==> config.mk <==
export PLATFORM = sky130hd
export DESIGN_NAME = cdb_arbiter
export DESIGN_NICKNAME = d
export VERILOG_FILES = /design/src/rtl/cdb_arbiter.sv
export SDC_FILE = /design/constraint.sdc
export NUM_CORES = 1
export LEC_CHECK = 0
export ABC_AREA = 1
export CAP_MARGIN = 5
export CORE_UTILIZATION = 40
export CTS_BUF_LIST = sky130_fd_sc_hd__clkbuf_4 sky130_fd_sc_hd__clkbuf_8
export DETAILED_ROUTE_END_ITERATION = 8
export PLACE_DENSITY = 0.66
export SETUP_SLACK_MARGIN = 0.5
export SLEW_MARGIN = 10
export SYNTH_ARGS = -nofsm -noshare
export SYNTH_HDL_FRONTEND = slang
export SYNTH_SLANG_ARGS = --single-unit
==> constraint.sdc <==
create_clock -name clk_in -period 2.7 [get_ports clk_in]
set_input_delay 0.54 -clock clk_in [delete_from_list [all_inputs] [get_ports clk_in]]
set_output_delay 0.54 -clock clk_in [all_outputs]
set_load 0.02 [all_outputs]
==> src/rtl/cdb_arbiter.sv <==
// Common-data-bus writeback arbiter: each execute unit owns a one-entry holding
// buffer, and a round-robin pointer moves one buffered result per cycle onto a registered CDB.
module cdb_arbiter #(
  parameter int NUM_REQ       = 3,
  parameter int ROB_WIDTH_BIT = 5
) (
  input  logic                             clk_in,
  input  logic                             rst_in,
  input  logic                             rdy_in,
  input  logic                             clear,
  input  logic [NUM_REQ-1:0]               req_valid,
  input  logic [NUM_REQ*ROB_WIDTH_BIT-1:0] req_rob_id,
  input  logic [NUM_REQ*32-1:0]            req_val,
  output logic [NUM_REQ-1:0]               req_ready,
  output logic                             cdb_valid,
  output logic [ROB_WIDTH_BIT-1:0]         cdb_rob_id,
  output logic [31:0]                      cdb_val,
  output logic [2:0]                       cdb_src
);

  localparam int PTR_W = (NUM_REQ > 1) ? $clog2(NUM_REQ) : 1;
  localparam logic [PTR_W-1:0] LAST_IDX = PTR_W'(NUM_REQ - 1);

  logic [NUM_REQ-1:0]       bufValid_q, bufValid_d;
  logic [ROB_WIDTH_BIT-1:0] bufId_q  [NUM_REQ];
  logic [ROB_WIDTH_BIT-1:0] bufId_d  [NUM_REQ];
  logic [31:0]              bufVal_q [NUM_REQ];
  logic [31:0]              bufVal_d [NUM_REQ];
  logic [PTR_W-1:0]         ptr_q, ptr_d;

  logic                     cdbValid_q, cdbValid_d;
  logic [ROB_WIDTH_BIT-1:0] cdbRobId_q, cdbRobId_d;
  logic [31:0]              cdbVal_q, cdbVal_d;
  logic [2:0]               cdbSrc_q, cdbSrc_d;

  logic [NUM_REQ-1:0]       grant;
  logic [PTR_W-1:0]         grantIdx;
  logic                     grantFound;

  function automatic logic [PTR_W-1:0] wrapIdx(input logic [PTR_W-1:0] base, input int offset);
    int sum;
    sum = int'(base) + offset;
    if (sum >= NUM_REQ) sum = sum - NUM_REQ;
    return PTR_W'(sum);
  endfunction

  // Grant looks only at buffered state, so req_ready never depends on req_valid.
  always_comb begin
    grant      = '0;
    grantIdx   = '0;
    grantFound = 1'b0;
    for (int k = 0; k < NUM_REQ; k++) begin
      if (!grantFound && bufValid_q[wrapIdx(ptr_q, k)]) begin
        grantFound = 1'b1;
        grantIdx   = wrapIdx(ptr_q, k);
      end
    end
    if (grantFound) grant[grantIdx] = 1'b1;
  end

  // A granted buffer reopens in the same cycle, so one unit can stream every cycle.
  assign req_ready = (rst_in && rdy_in && !clear) ? (~bufValid_q | grant) : '0;

  always_comb begin
    bufValid_d = bufValid_q;
    bufId_d    = bufId_q;
    bufVal_d   = bufVal_q;
    ptr_d      = ptr_q;
    cdbValid_d = cdbValid_q;
    cdbRobId_d = cdbRobId_q;
    cdbVal_d   = cdbVal_q;
    cdbSrc_d   = cdbSrc_q;
    if (rdy_in) begin
      if (clear) begin
        bufValid_d = '0;
        cdbValid_d = 1'b0;
        ptr_d      = '0;
      end else begin
        cdbValid_d = grantFound;
        if (grantFound) begin
          cdbRobId_d           = bufId_q[grantIdx];
          cdbVal_d             = bufVal_q[grantIdx];
          cdbSrc_d             = 3'(grantIdx);
          bufValid_d[grantIdx] = 1'b0;
          ptr_d                = (grantIdx == LAST_IDX) ? '0 : grantIdx + 1'b1;
        end
        // Loading after the grant-clear lets a refill win on the granted index.
        for (int i = 0; i < NUM_REQ; i++) begin
          if (req_valid[i] && req_ready[i]) begin
            bufValid_d[i] = 1'b1;
            bufId_d[i]    = req_rob_id[i*ROB_WIDTH_BIT +: ROB_WIDTH_BIT];
            bufVal_d[i]   = req_val[i*32 +: 32];
          end
        end
      end
    end
  end

  always_ff @(posedge clk_in or negedge rst_in) begin
    if (!rst_in) begin
      bufValid_q <= '0;
      for (int i = 0; i < NUM_REQ; i++) begin
        bufId_q[i]  <= '0;
        bufVal_q[i] <= '0;
      end
      ptr_q      <= '0;
      cdbValid_q <= 1'b0;
      cdbRobId_q <= '0;
      cdbVal_q   <= '0;
      cdbSrc_q   <= '0;
    end else begin
      bufValid_q <= bufValid_d;
      bufId_q    <= bufId_d;
      bufVal_q   <= bufVal_d;
      ptr_q      <= ptr_d;
      cdbValid_q <= cdbValid_d;
      cdbRobId_q <= cdbRobId_d;
      cdbVal_q   <= cdbVal_d;
      cdbSrc_q   <= cdbSrc_d;
    end
  end

  assign cdb_valid  = cdbValid_q;
  assign cdb_rob_id = cdbRobId_q;
  assign cdb_val    = cdbVal_q;
  assign cdb_src    = cdbSrc_q;

endmodule

* After elaboration in Yosys (flattened, before gate mapping)
Index checks and enable logic that the tools add are counted.
Storage, ports and cells: output and inout port bits 44, bits in registers 156, word-level logic and storage cells 93
Cells by class: add/subtract/negate cells 6, order comparisons 9, bitwise logic cells 6, reduce and logical (&&, ||, !) cells 23, multiplexer cells 34, eq/ne operators 1
Operators by type and width (count):
- $bmux 32 s2 | 1
- $mux 32 | 2
- $mux 2 | 9
- $lt 2x3->1 const B | 4
- $mux 3 | 4
- $reduce_and 3->1 | 4
- $mux 1 | 11
- $bmux 5 s2 | 1
- $mux 5 | 2
- $reduce_bool 3->1 | 3
- $logic_and 1x1->1 | 8
- $reduce_and 2->1 | 4
- $bmux 1 s2 | 3
- $ge 3x2->1 const B | 2
- $not 3->3 | 2
- $sub 2x2->2 const B | 3
- $add 2x1->3 const B | 1
- $add 2x2->3 const B | 1
- $and 3x3->3 | 1
- $ge 3x3->1 const B | 1
- $logic_not 1->1 | 3
- $not 2->3 | 1
- $or 3x3->3 | 1
- $add 2x1->2 const B | 1
- 6 further kinds | 6

* Logic depth before layout (Yosys ltp)
depth in word-level cells 21, mapped depth 16, gate-level depth less buffers 15

* Worst setup path after synthesis
No wires, ideal clock.
path kind register -> output, start reg ptr_q[0], end out req_ready[0], required time 2.160 ns, cell stages (with the launch flop) 14, data arrival time 2.011 ns, setup slack 0.149 ns, path through dfrtp_1 -> inv_1 -> ha_1 -> buf_4 -> inv_2 -> nand2_1 -> nand3_1 -> nand2_1 -> nand2_1 -> nor2_2 -> a21oi_4 -> buf_2 -> inv_1 -> a21oi_1
On the way: longest elaborated chain between the ends 18, elaborated cells between the ends (all ways) 35, those cells by class add/sub (5); order compare (5); mux (19); bitwise (1); reduce/logical (5)
RTL lines:
- start: declaration | line 29 | logic [PTR_W-1:0] ptr_q, ptr_d;
- start signal: assignment | line 115 | ptr_q <= ptr_d;
- branches (longest 15 deep; another with $add 2x1->3)
- $mux 3 (*) | line 58 | if (grantFound) grant[grantIdx] = 1'b1;
- $or 3x3->3 (*) | line 62 | assign req_ready = (rst_in && rdy_in && !clear) ? (~bufValid_q | grant) : '0;
- $mux 3 (*) | line 62
- end: declaration | line 14 | output logic [NUM_REQ-1:0] req_ready,
Every way passes the cells marked *. The select of a mux whose other input is x is not followed.

* Worst setup path in the final report
start reg ptr_q[1], end out req_ready[0]
Same word-level chain as after synthesis.

==> key figures <==
Power and ir drop
  • Gate power share: 0.437
  • Sequential Power Share: 0.371
  • Clock power share: 0.193
  • Sw power: 3870 uW
  • Sw Share: 0.396
  • Pwr per Cell Area: 958 mW/mm^2
  • IR drop worst, VDD: 0.498 mV
  • Leak Pwr: 0.00510 uW
  • P_int: 5890 uW
  • Final Power: 9760 uW

Logic synthesis
  • Ys async rst share: 1.00
  • Mapped cell area: 0.00735 sq mm
  • Yosys cell types: 28
  • Avg Inst Size Synth: 8.01 sq um
  • Mapped Cells: 918
  • Synth Warn #: 0
  • Main synth FF type: dfrtp_1
  • Number of synthesized register bits: 156
  • Mapped Nets: 1040
  • Register area share after synthesis: 0.531
  • Post-synth EDFFs: 0

Floorplanning
  • I/O pins: 162
  • Die H: 138 microns
  • Starting Density: 0.409
  • Die width: 138 microns
  • FP Rows: 49
  • Die area: 0.0189 sq mm
  • Core area: 0.0180 sq mm

Layout
  • Final #Nets: 1205
  • Area of the multi-input gates: 0.00308 sq mm
  • Ant diodes: 0
  • Sequential cell area: 0.00391 sq mm
  • Layout area overhead: 38.6%
  • Layout cells sized above 1: 0.149
  • Fillers: 1678
  • Finished Cell Area: 0.0102 sq mm

Global route
  • Total track usage: 0.227
  • Initial antenna violation count: 0
  • Global-route wire length before repair: 32.0 mm
  • Vias in the first global route: 6151
  • Gr ovfl total: 0
  • Largest net degree at the start of global routing: 121

Place
  • Post-DP HPWL: 14.0 mm
  • Number of port buffers: 160
  • GPL Wtd Cong: 0.872
  • Setup WS pre-CTS: -0.0796 ns
  • Post-place instance area: 0.00921 sq mm

Setup path
  • Startpoint Class: flip-flop
  • Crit-path cells: ha_4, inv_4, nand2_1, nand3_2, nand2_2, nand3_2, nor2_2, nor2_4, nand2_2, a21oi_4, buf_6
  • Reg-to-reg endpoint: cdb_val[5]
  • Reg2Reg Depth: 15
  • Crit Path Max Fanout: 8
  • Worst reg2reg startpoint: ptr_q[1]
  • Max stage delay on crit path: 0.46 ns
  • Worst Setup End Kind: output pin
  • CP Data Required Time: 2.16 ns
  • Worst path slowest cell: dfrtp_2
  • Setup CP Type: flip-flop to output pin
  • Critical path data arrival time: 2.15 ns
  • FF-to-FF setup slack: 0.32 ns

Clock tree
  • Bufs on Longest Clock Path: 2
  • Worst-path clk slew: 0.08 ns
  • Cts bufs inserted: 17
  • Root buffer cell: clkbuf_8
  • CTS tree: built
  • Clk_lat worst skew: 0.45 ns
  • H-tree depth: 4
  • Clock sink total: 156

Detailed routing
  • Detail-routed net length per standard cell: 16.2 microns
  • Via density: 4.96
  • Drt first pass iters: 4
  • WL final: 21.4 mm
  • First DRT Iteration DRCs: 352
  • DRC Markers: 0
  • Detailed-route via count: 6561
  • Post-route antenna net violation count: 0

Timing
  • Final hold viol count: 0
  • Setup TNS: 0 ns
  • Fin crit share: 0.997
  • Worst-Margin Slew: 0.705 ns
  • Hold_ws: 0.177 ns
  • Final setup margin: 0.00814 ns
  • Setup repair after global routing missed its margin: yes
  • Slew margin rel.: 0.530
  • Final setup vio count: 0
  • Max Fclk: 0.371 GHz
  • Post-layout min period: 2.69 ns
  • Final max-slew violation count: 0
  • Max Clock Skew: 0.00839 ns

Flow run
  • Max Cap Viol: 0

Hold path
  • Min-Delay Path Class: input pin to asynchronous set/reset pin

Outcome
  • Status: complete, no violations
-- how the worst max path moves through the flow --
stage / start / end / slack (ns) / cells after the start
global route: ptr_q[0] / req_ready[0] / -0.13 / 12
CTS: ptr_q[0] / req_ready[0] / 0.01 / 12
floorplan: ptr_q[0] / req_ready[0] / 0.45 / 13
global placement: rdy_in / req_ready[0] / -0.08 / 8
finish: ptr_q[1] / req_ready[0] / 0.008 / 11
detailed placement: rdy_in / req_ready[2] / -0.08 / 9
-- layout by cell type, fill, tap and decap left out, drive strengths merged, types with 2 or more instances in the layout --
cell	n
nand3	65
ha	4
a21oi	42
clkdlybuf4s50	155
bufinv	3
dfrtp	156
nand4	37
nor2	44
clkbuf	28
buf	44
nand2	329
clkinv	2
o21ai	79
inv	100
-- synth_stat cells, types with 2 or more instances --
master	count	area [sq um]
a21oi_1	41	205
nand2_1	323	1210
o21ai_1	42	210
buf_1	3	11.3
nand3_1	59	295
ha_1	4	50.1
nor2_2	3	18.8
inv_2	6	22.5
nor2_1	39	146
nand4_1	37	231
clkbuf_1	7	26.3
nand2_2	5	31.3
nor2_4	2	22.5
buf_4	15	113
nand3_2	5	50.1
dfrtp_1	156	3900
buf_2	27	135
buf_6	5	56.3
o21ai_0	37	185
inv_1	94	353
-- stage by stage --
step / cells / utilization
after detailed placement: 1277 / 0.513
after CTS: 1313 / 0.542
final: 1323 / 0.567
after global placement: 1277 / 0.513
after floorplan: 918 / -
after global routing: 1323 / 0.567
-- cell families after synthesis --
kind of cell / after synthesis / share of synthesized area
AND/OR/NAND/NOR: 476 / 0.278
other: 1 / 0.000510
AO/OA/AOI/OAI: 124 / 0.0866
flip-flops: 156 / 0.531
buffers and inverters: 157 / 0.0975
adder cells (fa/ha/maj): 4 / 0.00681
-- power by group through the flow --
stage	sequential, uW	combinational, uW	clock [uW]
floorplan	3830	2090	0
global placement	3590	3890	0
detailed placement	3600	3950	0
CTS	3570	4060	1920
global route	3700	4690	2000
finish	3620	4260	1880
-- flip-flops by register name, indices dropped and copies added, names as in the netlist --
signal / flops
cdb_valid: 1
ptr_q: 2
cdb_src: 2
cdb_val: 32
bufValid_q: 3
cdb_rob_id: 5
bufId_q: 15
bufVal_q: 96
-- layout make-up --
cell class                      count  share of cell area
Multi-Input combinational cell    605               0.302
Clock buffer                       24              0.0318
Timing Repair Buffer              203               0.207
Clock inverter                      6              0.0106
Inverter                          100              0.0373
Tap cell                          229              0.0281
Sequential cell                   156               0.383
-- worst max-delay path, delay by kind of cell (launching register included) --
family	cells	cell delay, ns
AO/OA/AOI/OAI	1	0.06
adder cells (fa/ha/maj)	1	0.35
buffers and inverters	2	0.18
flip-flops	1	0.46
AND/OR/NAND/NOR	7	0.63
-- layer usage --
metal / up-vias / wire, microns / share of wire / global-route usage
met5: - / 0 / 0 / 0
met1: 3107 / 10500 / 0.49 / 0.340
met4: 0 / 289 / 0.013 / 0.0659
met3: 21 / 1220 / 0.057 / 0.0412
met2: 199 / 9440 / 0.44 / 0.333
li1: 3234 / - / - / -
-- repair_timing --
item,in CTS,in global routing
pin swaps,4,19
hold buffers,0,0
cloned,0,4
resized for setup,28,102
buffers inserted,6,6
hold endpoints to repair,0,0
setup endpoints to repair,80,159
Note: power is estimated with default switching activity, not from simulation.
